`config.mk`:
```
export PLATFORM = sky130hd
export DESIGN_NAME = leaf_bft_packetizer
export DESIGN_NICKNAME = d
export VERILOG_FILES = /design/src/rtl/leaf_bft_packetizer.sv
export SDC_FILE = /design/constraint.sdc
export NUM_CORES = 1
export LEC_CHECK = 0
export ABC_AREA = 1
export BUFFER_PORTS_ARGS = -buffer_cell sky130_fd_sc_hd__buf_4
export CAP_MARGIN = 20
export CORE_MARGIN = 2
export CORE_UTILIZATION = 56
export CTS_CLUSTER_DIAMETER = 30
export DETAILED_ROUTE_END_ITERATION = 10
export PLACE_DENSITY_LB_ADDON = 0.3
export SKIP_CTS_REPAIR_TIMING = 1
export SLEW_MARGIN = 40
export SYNTH_ARGS = -nofsm -noshare
export SYNTH_HDL_FRONTEND = slang
export SYNTH_SLANG_ARGS = --single-unit
```
`constraint.sdc`:
```
create_clock -name clk_bft -period 6.64 [get_ports clk_bft]
set_input_delay 0.332 -clock clk_bft [delete_from_list [all_inputs] [get_ports clk_bft]]
set_output_delay 0.332 -clock clk_bft [all_outputs]
set_load 0.1 [all_outputs]
```
`src/rtl/leaf_bft_packetizer.sv`:
```
// Transmit leaf: round-robin arbiter over user streams, packetizes words toward the BFT.
// Define LEAF_BFT_PACKETIZER_STATS_EN to add pkt_count / stall_count outputs.
module leaf_bft_packetizer #(
  parameter int PACKET_BITS           = 49,
  parameter int PAYLOAD_BITS          = 32,
  parameter int NUM_LEAF_BITS         = 5,
  parameter int NUM_PORT_BITS         = 4,
  parameter int NUM_ADDR_BITS         = 7,
  parameter int NUM_OUT_PORTS         = 4,
  parameter int FREESPACE_UPDATE_SIZE = 64
) (
  input  logic                                    clk_bft,
  input  logic                                    reset,
  input  logic [NUM_OUT_PORTS*PAYLOAD_BITS-1:0]   din_leaf_user2interface,
  input  logic [NUM_OUT_PORTS-1:0]                vld_user2interface,
  output logic [NUM_OUT_PORTS-1:0]                ack_interface2user,
  output logic [PACKET_BITS-1:0]                  dout_leaf_interface2bft,
  input  logic                                    resend,
  input  logic                                    cfg_we,
  input  logic [NUM_PORT_BITS-1:0]                cfg_port,
  input  logic [NUM_LEAF_BITS-1:0]                cfg_leaf,
  input  logic [NUM_PORT_BITS-1:0]                cfg_dport,
  input  logic                                    credit_vld,
  input  logic [NUM_PORT_BITS-1:0]                credit_port,
  input  logic [$clog2(FREESPACE_UPDATE_SIZE):0]  credit_amt
`ifdef LEAF_BFT_PACKETIZER_STATS_EN
  ,
  output logic [31:0]                             pkt_count,
  output logic [31:0]                             stall_count
`endif
);

  localparam int CW = $clog2(FREESPACE_UPDATE_SIZE) + 1;
  localparam int SW = CW + 1;
  localparam int unsigned NP = NUM_OUT_PORTS;
  localparam logic [SW-1:0] CREDIT_MAX = SW'(FREESPACE_UPDATE_SIZE);

  logic [NUM_OUT_PORTS-1:0] cfg_valid_q, cfg_valid_d;
  logic [NUM_LEAF_BITS-1:0] cfg_leaf_q  [NUM_OUT_PORTS];
  logic [NUM_LEAF_BITS-1:0] cfg_leaf_d  [NUM_OUT_PORTS];
  logic [NUM_PORT_BITS-1:0] cfg_dport_q [NUM_OUT_PORTS];
  logic [NUM_PORT_BITS-1:0] cfg_dport_d [NUM_OUT_PORTS];
  logic [NUM_ADDR_BITS-1:0] addr_q      [NUM_OUT_PORTS];
  logic [NUM_ADDR_BITS-1:0] addr_d      [NUM_OUT_PORTS];
  logic [CW-1:0]            credit_q    [NUM_OUT_PORTS];
  logic [CW-1:0]            credit_d    [NUM_OUT_PORTS];
  logic [NUM_PORT_BITS-1:0] rr_q, rr_d;
  logic [PACKET_BITS-1:0]   dout_q, dout_d;
  logic [PACKET_BITS-1:0]   last_q, last_d;

  logic [NUM_OUT_PORTS-1:0] elig;
  logic                     grant_vld;
  int unsigned              grant_idx;
  int unsigned              idx;
  logic [PACKET_BITS-1:0]   pkt;
  logic [SW-1:0]            credit_sum;

  always_comb begin
    elig      = '0;
    grant_vld = 1'b0;
    grant_idx = 0;
    idx       = 0;
    pkt       = '0;
    for (int unsigned i = 0; i < NP; i++)
      elig[i] = vld_user2interface[i] & cfg_valid_q[i] & (credit_q[i] != '0) & ~resend;

    // Rotating search from the RR pointer; the first eligible port wins.
    for (int unsigned k = 0; k < NP; k++) begin
      idx = 32'(rr_q) + k;
      if (idx >= NP) idx = idx - NP;
      for (int unsigned i = 0; i < NP; i++)
        if (!grant_vld && i == idx && elig[i]) begin
          grant_vld = 1'b1;
          grant_idx = i;
        end
    end

    for (int unsigned i = 0; i < NP; i++) begin
      ack_interface2user[i] = grant_vld && grant_idx == i && !reset;
      if (grant_vld && grant_idx == i)
        pkt = {1'b1, cfg_leaf_q[i], cfg_dport_q[i], addr_q[i],
               din_leaf_user2interface[i*PAYLOAD_BITS +: PAYLOAD_BITS]};
    end
  end

  always_comb begin
    dout_d      = resend ? last_q : (grant_vld ? pkt : '0);
    last_d      = grant_vld ? pkt : last_q;
    rr_d        = rr_q;
    cfg_valid_d = cfg_valid_q;
    credit_sum  = '0;
    if (grant_vld)
      rr_d = (grant_idx + 1 == NP) ? '0 : NUM_PORT_BITS'(grant_idx + 1);
    for (int unsigned i = 0; i < NP; i++) begin
      cfg_leaf_d[i]  = cfg_leaf_q[i];
      cfg_dport_d[i] = cfg_dport_q[i];
      addr_d[i]      = addr_q[i];
      if (cfg_we && cfg_port == NUM_PORT_BITS'(i)) begin
        cfg_valid_d[i] = 1'b1;
        cfg_leaf_d[i]  = cfg_leaf;
        cfg_dport_d[i] = cfg_dport;
      end
      if (grant_vld && grant_idx == i)
        addr_d[i] = addr_q[i] + 1'b1;
      // Return and consumption combine before saturation so a same-cycle pair nets correctly.
      credit_sum = SW'(credit_q[i])
                 + ((credit_vld && credit_port == NUM_PORT_BITS'(i)) ? SW'(credit_amt) : '0)
                 - ((grant_vld && grant_idx == i) ? SW'(1) : '0);
      if (credit_sum > CREDIT_MAX) credit_sum = CREDIT_MAX;
      credit_d[i] = CW'(credit_sum);
    end
  end

  always_ff @(posedge clk_bft) begin
    if (reset) begin
      cfg_valid_q <= '0;
      rr_q        <= '0;
      dout_q      <= '0;
      last_q      <= '0;
      for (int unsigned i = 0; i < NP; i++) begin
        cfg_leaf_q[i]  <= '0;
        cfg_dport_q[i] <= '0;
        addr_q[i]      <= '0;
        credit_q[i]    <= CW'(FREESPACE_UPDATE_SIZE);
      end
    end else begin
      cfg_valid_q <= cfg_valid_d;
      rr_q        <= rr_d;
      dout_q      <= dout_d;
      last_q      <= last_d;
      for (int unsigned i = 0; i < NP; i++) begin
        cfg_leaf_q[i]  <= cfg_leaf_d[i];
        cfg_dport_q[i] <= cfg_dport_d[i];
        addr_q[i]      <= addr_d[i];
        credit_q[i]    <= credit_d[i];
      end
    end
  end

  assign dout_leaf_interface2bft = dout_q;

`ifdef LEAF_BFT_PACKETIZER_STATS_EN
  logic [31:0] pkt_count_q, pkt_count_d;
  logic [31:0] stall_count_q, stall_count_d;

  always_comb begin
    pkt_count_d   = pkt_count_q + (grant_vld ? 32'd1 : 32'd0);
    stall_count_d = stall_count_q +
                    ((|vld_user2interface && !grant_vld && !resend) ? 32'd1 : 32'd0);
  end

  always_ff @(posedge clk_bft) begin
    if (reset) begin
      pkt_count_q   <= '0;
      stall_count_q <= '0;
    end else begin
      pkt_count_q   <= pkt_count_d;
      stall_count_q <= stall_count_d;
    end
  end

  assign pkt_count   = pkt_count_q;
  assign stall_count = stall_count_q;
`endif

endmodule
```
Yosys cells after proc, flatten, opt, wreduce, memory -nomap -nowiden --
Memory sizes are Yosys's and may differ from the RTL's. Index checks and enable logic that the tools add are counted.
Storage, ports and cells: register bits after elaboration 106, bits in latches 0, bits in writable memories 92, bits in read-only memories 0, input port bits 161, output and inout port bits 53, word-level logic and storage cells 249, memories 4
Operators by class: $add $sub $neg 20, $mul 0, div/mod/pow operators 0, $lt $le $gt $ge 8, equality and inequality tests 22, shift-type cells 0, muxes and demuxes 85, bitwise gates (word level) 29, reductions and logical operators 74
Memory list:
- addr_q | words 4, bits a word 7, read ports 4, clocked after Yosys merged registers in 0, write ports 4, line 43 | logic [NUM_ADDR_BITS-1:0] addr_q [NUM_OUT_PORTS];
- credit_q | words 4, bits a word 7, read ports 4, clocked after Yosys merged registers in 0, write ports 4, line 45 | logic [CW-1:0] credit_q [NUM_OUT_PORTS];
- cfg_leaf_q | words 4, bits a word 5, read ports 4, clocked after Yosys merged registers in 0, write ports 4, line 39 | logic [NUM_LEAF_BITS-1:0] cfg_leaf_q [NUM_OUT_PORTS];
- cfg_dport_q | words 4, bits a word 4, read ports 4, clocked after Yosys merged registers in 0, write ports 4, line 41 | logic [NUM_PORT_BITS-1:0] cfg_dport_q [NUM_OUT_PORTS];
Operators with widths (number):
- $mux W32 | 18
- $mux W49 | 6
- $eq A2 B32 Y1 const A | 8
- $logic_not A32 Y1 | 5
- $mux W7 | 20
- $eq A1 B32 Y1 const A | 4
- $eq A32 B2 Y1 const B | 2
- $logic_and A1 B1 Y1 | 47
- $mux W5 | 8
- $mux W4 | 9
- $add A32 B1 Y32 const B | 1
- $add A7 B7 Y8 | 4
- $eq A32 B1 Y1 const B | 1
- $eq A32 B3 Y1 const B | 1
- $gt A8 B7 Y1 const B | 4
- $sub A8 B1 Y8 | 4
- $add A7 B1 Y7 const B | 4
- $reduce_bool A7 Y1 | 4
- $mux W1 | 24
- $sub A5 B3 Y6 const B | 3
- $eq A4 B2 Y1 const B | 4
- $logic_not A1 Y1 | 16
- $or A1 B1 Y1 | 16
- $ge A5 B3 Y1 const B | 3
- other kinds (8) | 22

Depth between registers and ports, before layout --
An unclocked memory read counts as a cell.
depth in word-level cells 74, depth in mapped cells 38, depth with buffers taken out 37

Worst setup path after synthesis --
OpenSTA, ideal clock, no wires.
path type register -> register, start point register rr_q[1], end point memory credit_q[1][6] (netlist bit), data arrival time 4897 ps, data required time 6517 ps, path slack 1620 ps, stages on the path, launching flop included 31, clock period less this slack 5020 ps, cell sequence dfxtp_1 inv_1 ha_1 nor3_1 a22oi_1 nor3_1 inv_1 nand4_1 nand2_1 nor2_4 nand2_1 inv_1 nand2_1 nor2_1 nor2_1 inv_1 ha_1 nand2_2 inv_2 buf_2 ha_1 inv_1 ha_1 inv_1 fa_1 o21ai_0 xor2_1 or3_1 a211oi_1 inv_1 or2_2
RTL lines:
- start, declared | line 47 | logic [NUM_PORT_BITS-1:0] rr_q, rr_d;
- start signal, assigned | line 128 | rr_q <= rr_d;
- end, declared | line 45

==> metrics.txt <==
Worst EP required 6970 ps; GPL Wtd Cong 0.8880; commonest non-fill, non-tap cell in the layout nand2_1; vias in the first global route 10,120; status complete, no violations; 1st-pass router iterations 7; RSZ-0062 raised after global routing false; Clk Latency, worst-skew pair 450 ps; maximum clock path buffer count 2; gr usage total 27.23%; Async SR Flop Fraction 0%; DRT iter0 DRCs 552; Power Density 231.2 nW/µm²; DRC viols 0; largest fanout on the critical path 7; core box area 19,590 µm²; setup TNS 0 ps; layout cells sized above 1 17.22%; post-route ant nets 0; Area Growth Syn to Fin 20.00%; worst setup margin 1172 ps; min Tclk post-route 5468 ps; Die Y 145.8 µm; chip width 145.8 µm; Setup violations, final 0; Clock Root Buffer clkbuf_16; Critical path origin rr_q[1]$_SDFFE_PP0P_; Post-Place Worst Slack 1300 ps; max_slew headroom 43.84%; RR Startpoint rr_q[1]$_SDFFE_PP0P_; Post-synth EDFFs 0; total CTS buffers 17; VDD IR-drop max 0.0002884 V; most frequent cells in the layout nand2_1 (465), inv_1 (322), buf_4 (218); CP Class reg2reg; gr ovfl total 0; CP peak stage delay 460 ps; Vias 10,750; initial antenna violation count 0; Reg clk slew, reported paths 80 ps; Worst path slowest cell dfxtp_1; CTS tree built; Synth Area per Inst 6.663 µm²; register area share after synthesis 35.05%; CP endpoint kind register; worst min-delay path category in2reg; largest net degree at the start of global routing 103; Critical Path Start Type register; drt via density 5.023; maxcap violations 0; Yosys warnings 0; Pleak 7.361 nW; port bufs 213; Fin. Hold Viols 0; routed len/inst 13.49 µm; die area 21,240 µm²; H-Tree Level Count 4; nets 2,098; Post-DP HPWL 20,250 µm; cell mode on critical path inv_1; Ant. Diodes 0; Syn Nets 1,923; Least-Margin Pin Slew 842.4 ps; row cnt 51; synth unique cells 43; Yosys reg bits 197; I/O pins 214; Clock Skew 11.99 ps; HP Start cfg_dport[0]; Mapped Cells 1,689; first-pass GRT wire length 47,720 µm; clock sink count 197; Primary FF master, synth dfxtp_1; Syn Std Cell Area 11,250 µm²; crit path DAT 5800 ps; Final Cycle Share 82.35%; final WL 28,890 µm; Fillers 1,700; highest clock rate 0.1829 GHz; initial core utilization 57.44%; fin. max-slew vios 0
==> per-stage QoR <==
step / hold slack [ps] / utilization, % / power (mW) / cell area (µm²) / std cells
6_report: 188.4 / 68.93 / 3.122 / 13500 / 2141
5_1_grt: 201.3 / 68.93 / 3.319 / 13500 / 2141
4_1_cts: 184.1 / 68.93 / 3.135 / 13500 / 2141
3_5_place_dp: 436.6 / 66.02 / 2.142 / 12930 / 2110
3_3_place_gp: 432.6 / 65.85 / 2.109 / 12900 / 2108
2_1_floorplan: 423.7 / - / 1.929 / 11250 / 1689
==> metal layers <==
| metal | vias up | track usage, % | part of all wire (%) |
|---|---|---|---|
| met3 | 49 | 4.765 | 5.9 |
| met2 | 306 | 47.43 | 48 |
| met5 | - | 0 | 0 |
| li1 | 5570 | - | - |
| met4 | 0 | 8.235 | 2.2 |
| met1 | 4829 | 34.45 | 44 |
==> critical path: cells and delay by family, from the launching register on <==
| family | cells | cell delay (ps) |
|---|---|---|
| adders and majority gates | 5 | 1390 |
| xor gates and xnor gates | 1 | 130 |
| and+or+nand+nor | 12 | 1910 |
| buffers and inverters | 8 | 770 |
| AOI/OAI and AO/OA | 3 | 690 |
| DFF | 1 | 460 |
==> layout make-up <==
class                           count  area (µm²)  share of cell area, %
Tap cell                          265       331.6                  2.455
Timing Repair Buffer              221        1678                  12.42
Sequential cell                   197        3944                  29.20
Clock inverter                     14       145.1                  1.075
Clock buffer                       17       425.4                  3.150
Multi-Input combinational cell   1086        5695                  42.18
Inverter                          341        1285                  9.515
==> flip-flops by register name, indices dropped and copies added (netlist names) <==
register and cells:
addr_q 28, dout_leaf_interface2bft 49, cfg_dport_q 16, rr_q 3, cfg_valid_q 4, credit_q 28, last_q 49, cfg_leaf_q 20
==> path summary, 6_finish.rpt <==
path | endpoint | slack [ps] | cells past startpoint
setup / recovery | credit_q[1][6]$_SDFF_PP1_ | 1170 | 29
hold / removal | cfg_dport_q[3][0]$_SDFFE_PP0P_ | 190 | 3
setup reg to reg | credit_q[1][6]$_SDFF_PP1_ | 1170 | 29
hold reg to reg | cfg_dport_q[3][3]$_SDFFE_PP0P_ | 450 | 2
==> Yosys cell counts (8+ instances only) <==
cell type	n	area share, %
nand4_1	8	0.44
nand2_1	466	16
o21ai_0	61	2.7
nand3_1	179	8.0
dfxtp_1	197	35
nor2_1	83	2.8
buf_2	18	0.80
ha_1	69	7.7
a21oi_2	30	2.3
xnor2_1	8	0.62
xor2_1	15	1.2
a21oi_1	96	4.3
inv_2	17	0.57
nor3_1	18	0.80
clkbuf_1	32	1.1
inv_1	323	11
==> logic make-up (layout without fill, tap and decap cells) <==
kind of cell,Yosys count,in the layout,synth area share (%)
AOI/OAI and AO/OA,202,202,10.33
xor gates and xnor gates,23,23,1.790
and+or+nand+nor,788,788,30.02
DFF,197,197,35.05
buffers and inverters,406,593,14.43
adders and majority gates,73,73,8.383
==> power breakdown <==
part           internal [mW]  switching [mW]  leakage [nW]
sequential              1.22          0.0159          1.59
clock                  0.498           0.508         0.270
combinational          0.376           0.503          5.50
Power figures use the tool's default switching activity.
